`config.mk`:
```
export PLATFORM = sky130hd
export DESIGN_NAME = uart_echo_buffer_flat
export DESIGN_NICKNAME = d
export VERILOG_FILES = /design/src/rtl/uart_echo_buffer_pkg.sv /design/src/rtl/uart_echo_buffer_if.sv /design/src/rtl/uart_echo_buffer_byte_fifo.sv /design/src/rtl/uart_echo_buffer.sv /design/src/flat_wrapper.sv
export SDC_FILE = /design/constraint.sdc
export NUM_CORES = 2
export LEC_CHECK = 0
export CORE_UTILIZATION = 49
export DETAILED_ROUTE_END_ITERATION = 8
export PLACE_DENSITY = 0.75
export SLEW_MARGIN = 0
export SYNTH_ARGS = -nofsm -noshare
export SYNTH_HDL_FRONTEND = slang
export SYNTH_HIERARCHICAL = 1
export SYNTH_SLANG_ARGS = --single-unit
```
`constraint.sdc`:
```
create_clock -name clk -period 5.58 [get_ports clk]
set_input_delay 1.116 -clock clk [delete_from_list [all_inputs] [get_ports clk]]
set_output_delay 1.116 -clock clk [all_outputs]
set_load 0.005 [all_outputs]
```
`src/rtl/uart_echo_buffer_pkg.sv`:
```
// uart_echo_buffer shared types: drain FSM states and the
// control characters used by the optional CR/LF expansion.
package uart_echo_pkg;

  typedef enum logic [1:0] {
    IDLE      = 2'd0,
    SEND      = 2'd1,
    WAIT_BUSY = 2'd2,
    WAIT_DONE = 2'd3
  } state_e;

  localparam logic [7:0] CHAR_CR = 8'h0D;
  localparam logic [7:0] CHAR_LF = 8'h0A;

  function automatic int tmr_w(input int n);
    return (n < 2) ? 1 : $clog2(n);
  endfunction

endpackage

```
`src/rtl/uart_echo_buffer_if.sv`:
```
// Byte stream bundle between uart_rx, the echo buffer and
// uart_tx; master is the surrounding top level, slave the buffer.
interface uart_echo_buffer_if #(
  parameter int DATA_W = 8
) ();

  logic [DATA_W-1:0] rx_data;
  logic              rx_valid;
  logic              tx_busy;
  logic [DATA_W-1:0] tx_data;
  logic              tx_valid;

  modport master (
    output rx_data,
    output rx_valid,
    output tx_busy,
    input  tx_data,
    input  tx_valid
  );

  modport slave (
    input  rx_data,
    input  rx_valid,
    input  tx_busy,
    output tx_data,
    output tx_valid
  );

endinterface

```
`src/rtl/uart_echo_buffer_byte_fifo.sv`:
```
// Power-of-two FIFO with registered level/full/empty flags;
// flush outranks both push and pop.
module byte_fifo
  import uart_echo_pkg::*;
#(
  parameter int DATA_W     = 8,
  parameter int DEPTH_LOG2 = 8
) (
  input  logic                  clk,
  input  logic                  rst,
  input  logic                  flush,
  input  logic                  push,
  input  logic                  pop,
  input  logic [DATA_W-1:0]     wr_data,
  output logic [DATA_W-1:0]     rd_data,
  output logic [DEPTH_LOG2:0]   level,
  output logic                  full,
  output logic                  empty
);

  localparam int DEPTH = 1 << DEPTH_LOG2;
  localparam logic [DEPTH_LOG2:0] FULL_LVL =
    (DEPTH_LOG2+1)'(DEPTH);

  logic [DATA_W-1:0]     mem [DEPTH];
  logic [DEPTH_LOG2-1:0] wr_ptr;
  logic [DEPTH_LOG2-1:0] rd_ptr;
  logic [DEPTH_LOG2:0]   level_nxt;
  logic                  do_push;
  logic                  do_pop;

  assign do_push = push && !full && !flush;
  assign do_pop  = pop && !empty && !flush;
  assign rd_data = mem[rd_ptr];

  always_comb begin
    level_nxt = level;
    unique case (1'b1)
      flush:              level_nxt = '0;
      do_push && !do_pop: level_nxt = level + 1'b1;
      do_pop && !do_push: level_nxt = level - 1'b1;
      default:            level_nxt = level;
    endcase
  end

  always_ff @(posedge clk) begin
    if (do_push)
      mem[wr_ptr] <= wr_data;
  end

  always_ff @(posedge clk or posedge rst) begin
    if (rst) begin
      wr_ptr <= '0;
      rd_ptr <= '0;
      level  <= '0;
      full   <= 1'b0;
      empty  <= 1'b1;
    end else begin
      if (flush) begin
        wr_ptr <= '0;
        rd_ptr <= '0;
      end else begin
        if (do_push)
          wr_ptr <= wr_ptr + 1'b1;
        if (do_pop)
          rd_ptr <= rd_ptr + 1'b1;
      end
      level <= level_nxt;
      full  <= (level_nxt == FULL_LVL);
      empty <= (level_nxt == '0);
    end
  end

endmodule

```
`src/rtl/uart_echo_buffer.sv`:
```
// Elastic echo buffer between uart_rx and uart_tx with busy-tracking
// drain FSM. Define UART_ECHO_CRLF_EN to follow each echoed CR with LF.
module uart_echo_buffer
  import uart_echo_pkg::*;
#(
  parameter int DATA_W       = 8,
  parameter int DEPTH_LOG2   = 8,
  parameter int LED_W        = 6,
  parameter int BUSY_TIMEOUT = 16
) (
  input  logic                clk,
  input  logic                rst,
  uart_echo_buffer_if.slave   bus,
  input  logic                flush,
  output logic [LED_W-1:0]    led,
  output logic [DEPTH_LOG2:0] level,
  output logic                full,
  output logic                empty,
  output logic                overflow
);

  localparam logic [1:0] ST_IDLE      = IDLE;
  localparam logic [1:0] ST_SEND      = SEND;
  localparam logic [1:0] ST_WAIT_BUSY = WAIT_BUSY;
  localparam logic [1:0] ST_WAIT_DONE = WAIT_DONE;

  localparam int TW = tmr_w(BUSY_TIMEOUT);
  localparam logic [TW-1:0] TMR_LAST = TW'(BUSY_TIMEOUT - 1);

  logic [1:0]        state;
  logic [TW-1:0]     tmr;
  logic [DATA_W-1:0] head;
  logic              pop;
  logic              lf_req;
  logic              lf_go;
  logic              timed_out;

  byte_fifo #(
    .DATA_W     (DATA_W),
    .DEPTH_LOG2 (DEPTH_LOG2)
  ) u_fifo (
    .clk     (clk),
    .rst     (rst),
    .flush   (flush),
    .push    (bus.rx_valid),
    .pop     (pop),
    .wr_data (bus.rx_data),
    .rd_data (head),
    .level   (level),
    .full    (full),
    .empty   (empty)
  );

  // A pending LF wins over queued data; flush suppresses new pops.
  assign lf_go = (state == ST_IDLE) && lf_req && !flush;
  assign pop   = (state == ST_IDLE) && !lf_req && !empty &&
                 !bus.tx_busy && !flush;

  assign timed_out = (state == ST_WAIT_BUSY) && !bus.tx_busy &&
                     (tmr == TMR_LAST);

  always_ff @(posedge clk or posedge rst) begin
    if (rst) begin
      state        <= ST_IDLE;
      tmr          <= '0;
      bus.tx_data  <= '0;
      bus.tx_valid <= 1'b0;
    end else begin
      bus.tx_valid <= 1'b0;
      case (state)
        ST_IDLE: begin
          if (lf_go) begin
            bus.tx_data  <= DATA_W'(CHAR_LF);
            bus.tx_valid <= 1'b1;
            state        <= ST_SEND;
          end else if (pop) begin
            bus.tx_data  <= head;
            bus.tx_valid <= 1'b1;
            state        <= ST_SEND;
          end
        end
        ST_SEND: begin
          tmr   <= '0;
          state <= ST_WAIT_BUSY;
        end
        ST_WAIT_BUSY: begin
          if (bus.tx_busy)
            state <= ST_WAIT_DONE;
          else if (timed_out)
            state <= ST_IDLE;
          else
            tmr <= tmr + 1'b1;
        end
        ST_WAIT_DONE: begin
          if (!bus.tx_busy)
            state <= ST_IDLE;
        end
        default: state <= ST_IDLE;
      endcase
    end
  end

`ifdef UART_ECHO_CRLF_EN
  logic pend_lf;
  logic cur_cr;
  logic cr_done;

  // A CR that finishes, or times out, still earns its LF.
  assign cr_done = cur_cr &&
    (timed_out ||
     ((state == ST_WAIT_DONE) && !bus.tx_busy));

  assign lf_req = pend_lf;

  always_ff @(posedge clk or posedge rst) begin
    if (rst) begin
      pend_lf <= 1'b0;
      cur_cr  <= 1'b0;
    end else begin
      if (lf_go)
        cur_cr <= 1'b0;
      else if (pop)
        cur_cr <= (head == DATA_W'(CHAR_CR));
      if (flush || lf_go)
        pend_lf <= 1'b0;
      else if (cr_done)
        pend_lf <= 1'b1;
    end
  end
`else
  assign lf_req = 1'b0;
`endif

  always_ff @(posedge clk or posedge rst) begin
    if (rst) begin
      led      <= '1;
      overflow <= 1'b0;
    end else begin
      if (bus.rx_valid)
        led <= ~bus.rx_data[LED_W-1:0];
      if (flush)
        overflow <= 1'b0;
      else if (bus.rx_valid && full)
        overflow <= 1'b1;
    end
  end

endmodule

```
`src/flat_wrapper.sv`:
```
// flat-port wrapper written by rule: the top's interface ports become plain ports
module uart_echo_buffer_flat import uart_echo_pkg::*;
#(
  parameter int DATA_W       = 8,
  parameter int DEPTH_LOG2   = 8,
  parameter int LED_W        = 6,
  parameter int BUSY_TIMEOUT = 16
)
  (clk, rst, flush, led, level, full, empty, overflow, bus_rx_data, bus_rx_valid, bus_tx_busy, bus_tx_data, bus_tx_valid);
  uart_echo_buffer_if #(.DATA_W(DATA_W)) bus_i ();
  input  logic clk;
  input  logic rst;
  input  logic flush;
  output logic [LED_W-1:0] led;
  output logic [DEPTH_LOG2:0] level;
  output logic full;
  output logic empty;
  output logic overflow;
  input wire logic [$bits(bus_i.rx_data)-1:0] bus_rx_data;
  input wire logic [$bits(bus_i.rx_valid)-1:0] bus_rx_valid;
  input wire logic [$bits(bus_i.tx_busy)-1:0] bus_tx_busy;
  output wire logic [$bits(bus_i.tx_data)-1:0] bus_tx_data;
  output wire logic [$bits(bus_i.tx_valid)-1:0] bus_tx_valid;
  assign bus_i.rx_data = bus_rx_data;
  assign bus_i.rx_valid = bus_rx_valid;
  assign bus_i.tx_busy = bus_tx_busy;
  assign bus_tx_data = bus_i.tx_data;
  assign bus_tx_valid = bus_i.tx_valid;
  uart_echo_buffer #(.DATA_W(DATA_W), .DEPTH_LOG2(DEPTH_LOG2), .LED_W(LED_W), .BUSY_TIMEOUT(BUSY_TIMEOUT)) u_core (.clk(clk), .rst(rst), .bus(bus_i), .flush(flush), .led(led), .level(level), .full(full), .empty(empty), .overflow(overflow));
endmodule
```
Word-level counts from Yosys, hierarchy flattened --
Memory sizes are Yosys's and may differ from the RTL's. A register that Yosys moved wholly into a read port is not among the register bits. Cells that the tools add are included.
Word-level totals: register bits after elaboration 41, bits in latches 0, RAM bits 2048, memory bits (read-only) 0, output and inout port bits 27, memories 1
Memory list:
- u_core.u_fifo.mem | words 256, bits a word 8, read ports 1, clocked after Yosys merged registers in 1, write ports 1, RTL line uart_echo_buffer_byte_fifo.sv:25 | logic [DATA_W-1:0] mem [DEPTH];
Operators by class: add/subtract/negate cells 5, $mul 0, div/mod/pow operators 0, order comparisons 0, eq/ne operators 10, shift-type cells 0, muxes and demuxes 19, bitwise gates (word level) 1, reduce and logical (&&, ||, !) cells 27
Operators by type and width (count):
- $mux W8 | 4
- $pmux W9 S3 | 1
- $add A8 B1 Y8 const B | 2
- $logic_and A1 B1 Y1 | 12
- $add A9 B1 Y9 const B | 1
- $eq A9 B9 Y1 const B | 1
- $logic_not A9 Y1 | 1
- $sub A9 B1 Y9 const B | 1
- $mux W2 | 4
- $mux W4 | 2
- $ne A2 B2 Y1 const B | 4
- $pmux W2 S4 | 1
- $pmux W4 S2 | 1
- $reduce_bool A2 Y1 | 4
- $logic_not A1 Y1 | 6
- $mux W1 | 6
- $not A6 Y6 | 1
- $reduce_and A3 Y1 | 2
- $add A4 B1 Y4 const B | 1
- $eq A2 B2 Y1 const B | 2
- $eq A4 B4 Y1 const B | 1
- $ne A3 B2 Y1 const B | 1
- $eq A2 B1 Y1 const B | 1
- $logic_not A2 Y1 | 1
- $reduce_and A2 Y1 | 1

Depth between registers and ports, before layout --
depth after elaboration 10, gate-level depth with buffers 16, gate-level depth less buffers 14

By module --
Netlist, hierarchy kept.
By module, submodules not included:
- byte_fifo | times used 1, cells each 3894, area each 81225.4 µm², seq. area each 62175.9 µm²
- uart_echo_buffer | times used 1, cells each 74, area each 933.4 µm², seq. area each 558.0 µm²

Worst setup path before layout --
OpenSTA, ideal clock, no wires.
kind input port to flip-flop, from input port bus_tx_busy, to register u_core.u_fifo.full, setup time 73 ps, arrival time 4771 ps, required time 5507 ps, path slack 736 ps, cell stages on the path 16, buffers on the path 2, cell sequence or4_4 nor2_1 nor2b_1 clkbuf_1 nor2b_1 ha_1 buf_2 xor2_1 ha_1 nor3b_1 o21ai_1 a22o_1 nor4bb_1 a221o_1 or4_1 nor2b_1
Between the ends: longest elaborated chain between the ends 9, elaborated cells on any way between the ends 10
RTL lines:
- start, declared | RTL line flat_wrapper.sv:21 | input wire logic [$bits(bus_i.tx_busy)-1:0] bus_tx_busy;
- $logic_not A1 Y1 (*) | RTL line uart_echo_buffer.sv:57 | !bus.tx_busy && !flush;
- $logic_and A1 B1 Y1 (*) | RTL line uart_echo_buffer.sv:56 | assign pop = (state == ST_IDLE) && !lf_req && !empty &&
- $logic_and A1 B1 Y1 (*) | RTL line uart_echo_buffer.sv:57
- net u_core.pop | RTL line uart_echo_buffer.sv:33 | logic pop;
- $logic_and A1 B1 Y1 (*) (2 in series) | RTL line uart_echo_buffer_byte_fifo.sv:33 | assign do_pop = pop && !empty && !flush;
- $logic_not A1 Y1 | RTL line uart_echo_buffer_byte_fifo.sv:40 | do_push && !do_pop: level_nxt = level + 1'b1;
- $logic_and A1 B1 Y1 | RTL line uart_echo_buffer_byte_fifo.sv:40
- $pmux W9 S3 (*) | RTL line uart_echo_buffer_byte_fifo.sv:38 | unique case (1'b1)
- net u_core.u_fifo.level_nxt[6] | RTL line uart_echo_buffer_byte_fifo.sv:28 | logic [DEPTH_LOG2:0] level_nxt;
- $eq A9 B9 Y1 (*) | RTL line uart_echo_buffer_byte_fifo.sv:69 | full <= (level_nxt == FULL_LVL);
- end signal, assigned | RTL line uart_echo_buffer_byte_fifo.sv:69
- end, declared | RTL line uart_echo_buffer_byte_fifo.sv:17 | output logic full,
The timed path passes the listed nets; every way through them passes the cells marked *. A chain may end at the register's enable or synchronous reset.

==> run metrics <==
syn nets=3,992; H-tree Lvls=4; ys async rst share=0.0234; Rel. slew slack=0.0195; Clk Latency, worst-skew pair=0.84 ns; post-synth top area cell=edfxtp_1; Max Freq=about 0.22 GHz; Post-Syn Area=a little over 80,000 um^2; Syn Area/Cell=about 21 um^2; Port Buffers=39; static leakage=between 0.02 and 0.03 uW; worst r2r src=u_core/u_fifo/rd_ptr[0]$_DFFE_PP0P_; M1 GR Usage=0.322; crit-path max FO=34; Core Rows=149; chip width=411 um; Seq cells post-synth=2,097; Clock Power Share=0.415; CP Cell Sequence=buf_4 > mux4_2 > mux4_2 > nand2_1 > o21ai_0 > nor4_1 > o32ai_1 > mux2_2; TritonCTS clock tree=done; DRT antenna net count=0; combinational power share=0.032; crit-path most repeated cell=mux4_2; sequential cell area fraction in the yosys report=0.764; clock root cell=clkbuf_16; post-synth top area share=0.749; source of the critical timing path=u_core/u_fifo/rd_ptr[0]$_DFFE_PP0P_; HPWL after DPL=~120,000 um; ys flop type=edfxtp_1; hold_ws=approximately 0.47 ns; CTS max path bufs=3; CTS resizes=0; Num CTS Buffers=a little under 200; outcome=complete, no violations; Iteration-0 DRC Markers=5,692; clock sinks=about 2,100; crit path kind=reg -> reg; sequential group share of total power=0.553; Pint=around 25,000 uW; distinct cell type count after synthesis=68; Tmin final=4.64 ns; first drt pass iteration count=7; type of the most critical hold path=reg -> reg; Pwr Density=between 300 and 400 nW/um^2; max-cap violations=0; Sw Ratio=0.203; initial core utilization=0.496; part of the cycle the worst path needs=0.831; Global Route met3 Usage=0.0513; die outline height=slightly above 400 um; Syn Inst Count=3,968; final net count=4,075; CP max-delay cell=dfrtp_4; Worst EP arrival=5.35 ns; final WL=a little under 200,000 um; via count=41,067; switching pwr=6410 uW; total track usage=0.232; share of layout cells above drive strength 1=0.220; global-route wire length before repair=283,000 um; Max stage delay on crit path=between 0.9 and 1 ns; GR peak layer=met2; largest cells by area after synthesis=edfxtp_1, mux4_2, mux2i_1; vias per cell=approximately 6.4; Worst Path Required=approximately 6.3 ns; Placed Instances=between 6,000 and 7,000; top post-synthesis cells by count=edfxtp_1, mux4_2, nor2_1; area delta synth->final=11.1%; Final Util=0.551; Final Non-Filler Cells=6,413; M2 GR Usage=0.365; Final Max Tran Viols=0; # Post-CTS Setup Buffers=0; RSZ-0062 raised after global routing=no; total gr overflow=0; CP delay by family, top=multiplexers; Synthesis Warnings=6; Worst Max-Slew Pin Slew=between 1 and 1.5 ns; CP bufs+invs=1; VDD IR-drop max=0.000332 V; CP startpoint kind=flip-flop; setup TNS=0 ns; core area=around 170,000 um^2; Post-CTS Hold Fix Bufs=0; Final Total Pwr=roughly 32,000 uW; Worst Setup End Kind=flip-flop; Die Area=between 150,000 and 200,000 um^2; Hold Violations, Final=0; Clock Skews=between 0.03 and 0.04 ns; num ports=40; DR WL/cell=about 30 um; final setup fails=0; vias in the first global route=40,569; Filler cells=roughly 12,000; Post-synth EDFFs=approximately 2,000; initial antenna violation count=5; hold_sp=u_core/led[2]$_DFFE_PP1P_; count leader, synth=edfxtp_1; clock slew at reported path FFs=0.06 ns; gpl congestion=between 0.9 and 1; largest net degree at the start of global routing=approximately 160; drt drc=0
[registers in the layout, indices dropped and copies added, names as in the netlist, 2 cells and up]
register,cells
u_core/u_fifo/wr_ptr,8
u_core/state,2
u_core/u_fifo/level,9
u_core/led,6
u_core/tmr,4
u_core/u_fifo/rd_ptr,8
u_core/bus.tx_data,8
u_core/u_fifo/mem,2048
[cell usage in the layout (no fill, tap or decap), types with 11 or more instances in the layout]
cell / n
clkinv_1: 41
bufinv_16: 18
edfxtp_1: 2048
clkbuf_8: 11
buf_12: 20
nor2b_1: 19
buf_4: 71
o21ai_0: 51
inv_1: 13
clkdlybuf4s50_1: 31
clkinv_2: 48
dfrtp_1: 37
a21oi_1: 66
mux2i_1: 173
clkbuf_16: 198
ha_1: 11
clkbuf_1: 36
a211oi_1: 12
a221oi_1: 42
a22oi_1: 40
nand3_1: 24
mux4_2: 496
nand2_1: 150
nor2_1: 320
o2111ai_1: 23
nor3_1: 14
[power groups by stage]
stage,registers [uW],clock network [uW],logic [uW]
after global placement,17800,0,984
after global routing,17500,13800,1070
after floorplan,17700,0,536
after detailed placement,17800,0,1020
after CTS,17500,13200,1020
final,17500,13100,1010
[per-stage QoR]
step / cell area [um^2] / setup WS, ns
after floorplan: 82200 / 0.736
after global placement: 85000 / 0.501
after detailed placement: 85000 / 0.492
after CTS: 91300 / 1.04
after global routing: 91300 / 0.918
final: 91300 / 0.942
[tightest hold or removal path, cell delays in order (launching register included)]
cell,delay [ns]
dfstp_2,0.37
inv_1,0.05
mux2i_1,0.05
[worst paths after layout]
kind | cells after the start | to | slack (ns)
setup / recovery | 8 | u_core/bus.tx_data[2]$_DFFE_PP0P_ | 0.94
min in group asynchronous | 2 | u_core/bus.tx_valid$_DFF_PP0_ | 0.88
setup reg to reg | 8 | u_core/bus.tx_data[2]$_DFFE_PP0P_ | 0.94
hold / removal | 2 | u_core/led[2]$_DFFE_PP1P_ | 0.47
hold reg to reg | 2 | u_core/led[2]$_DFFE_PP1P_ | 0.47
max in group asynchronous | 2 | u_core/u_fifo/rd_ptr[0]$_DFFE_PP0P_ | 3.89
[kinds of logic after synthesis]
kind of cell               share of synthesized area
and+or+nand+nor                               0.0316
buffers and inverters                         0.0168
xor gates and xnor gates                     0.00203
AOI/OAI and AO/OA                             0.0256
DFF                                            0.764
muxes                                          0.159
adders and majority gates                    0.00168
[final cells by class]
type	count	area [um^2]	area share
Sequential cell	2097	62700	0.687
Multi-Input combinational cell	1611	18100	0.198
Clock buffer	237	5130	0.0562
Tap cell	2189	2740	0.0300
Timing Repair Buffer	130	1350	0.0148
Clock inverter	127	1150	0.0126
Inverter	16	63.8	0.000699
Antenna cell	6	15.0	0.000164
[metal layers]
layer  share of wire  vias to the layer above
met1            0.38                    21603
met3            0.11                      372
met5        0.000036                        -
met2            0.48                     2520
met4           0.034                        2
li1                -                    16570
No activity file was read; power rests on OpenSTA's default activity.
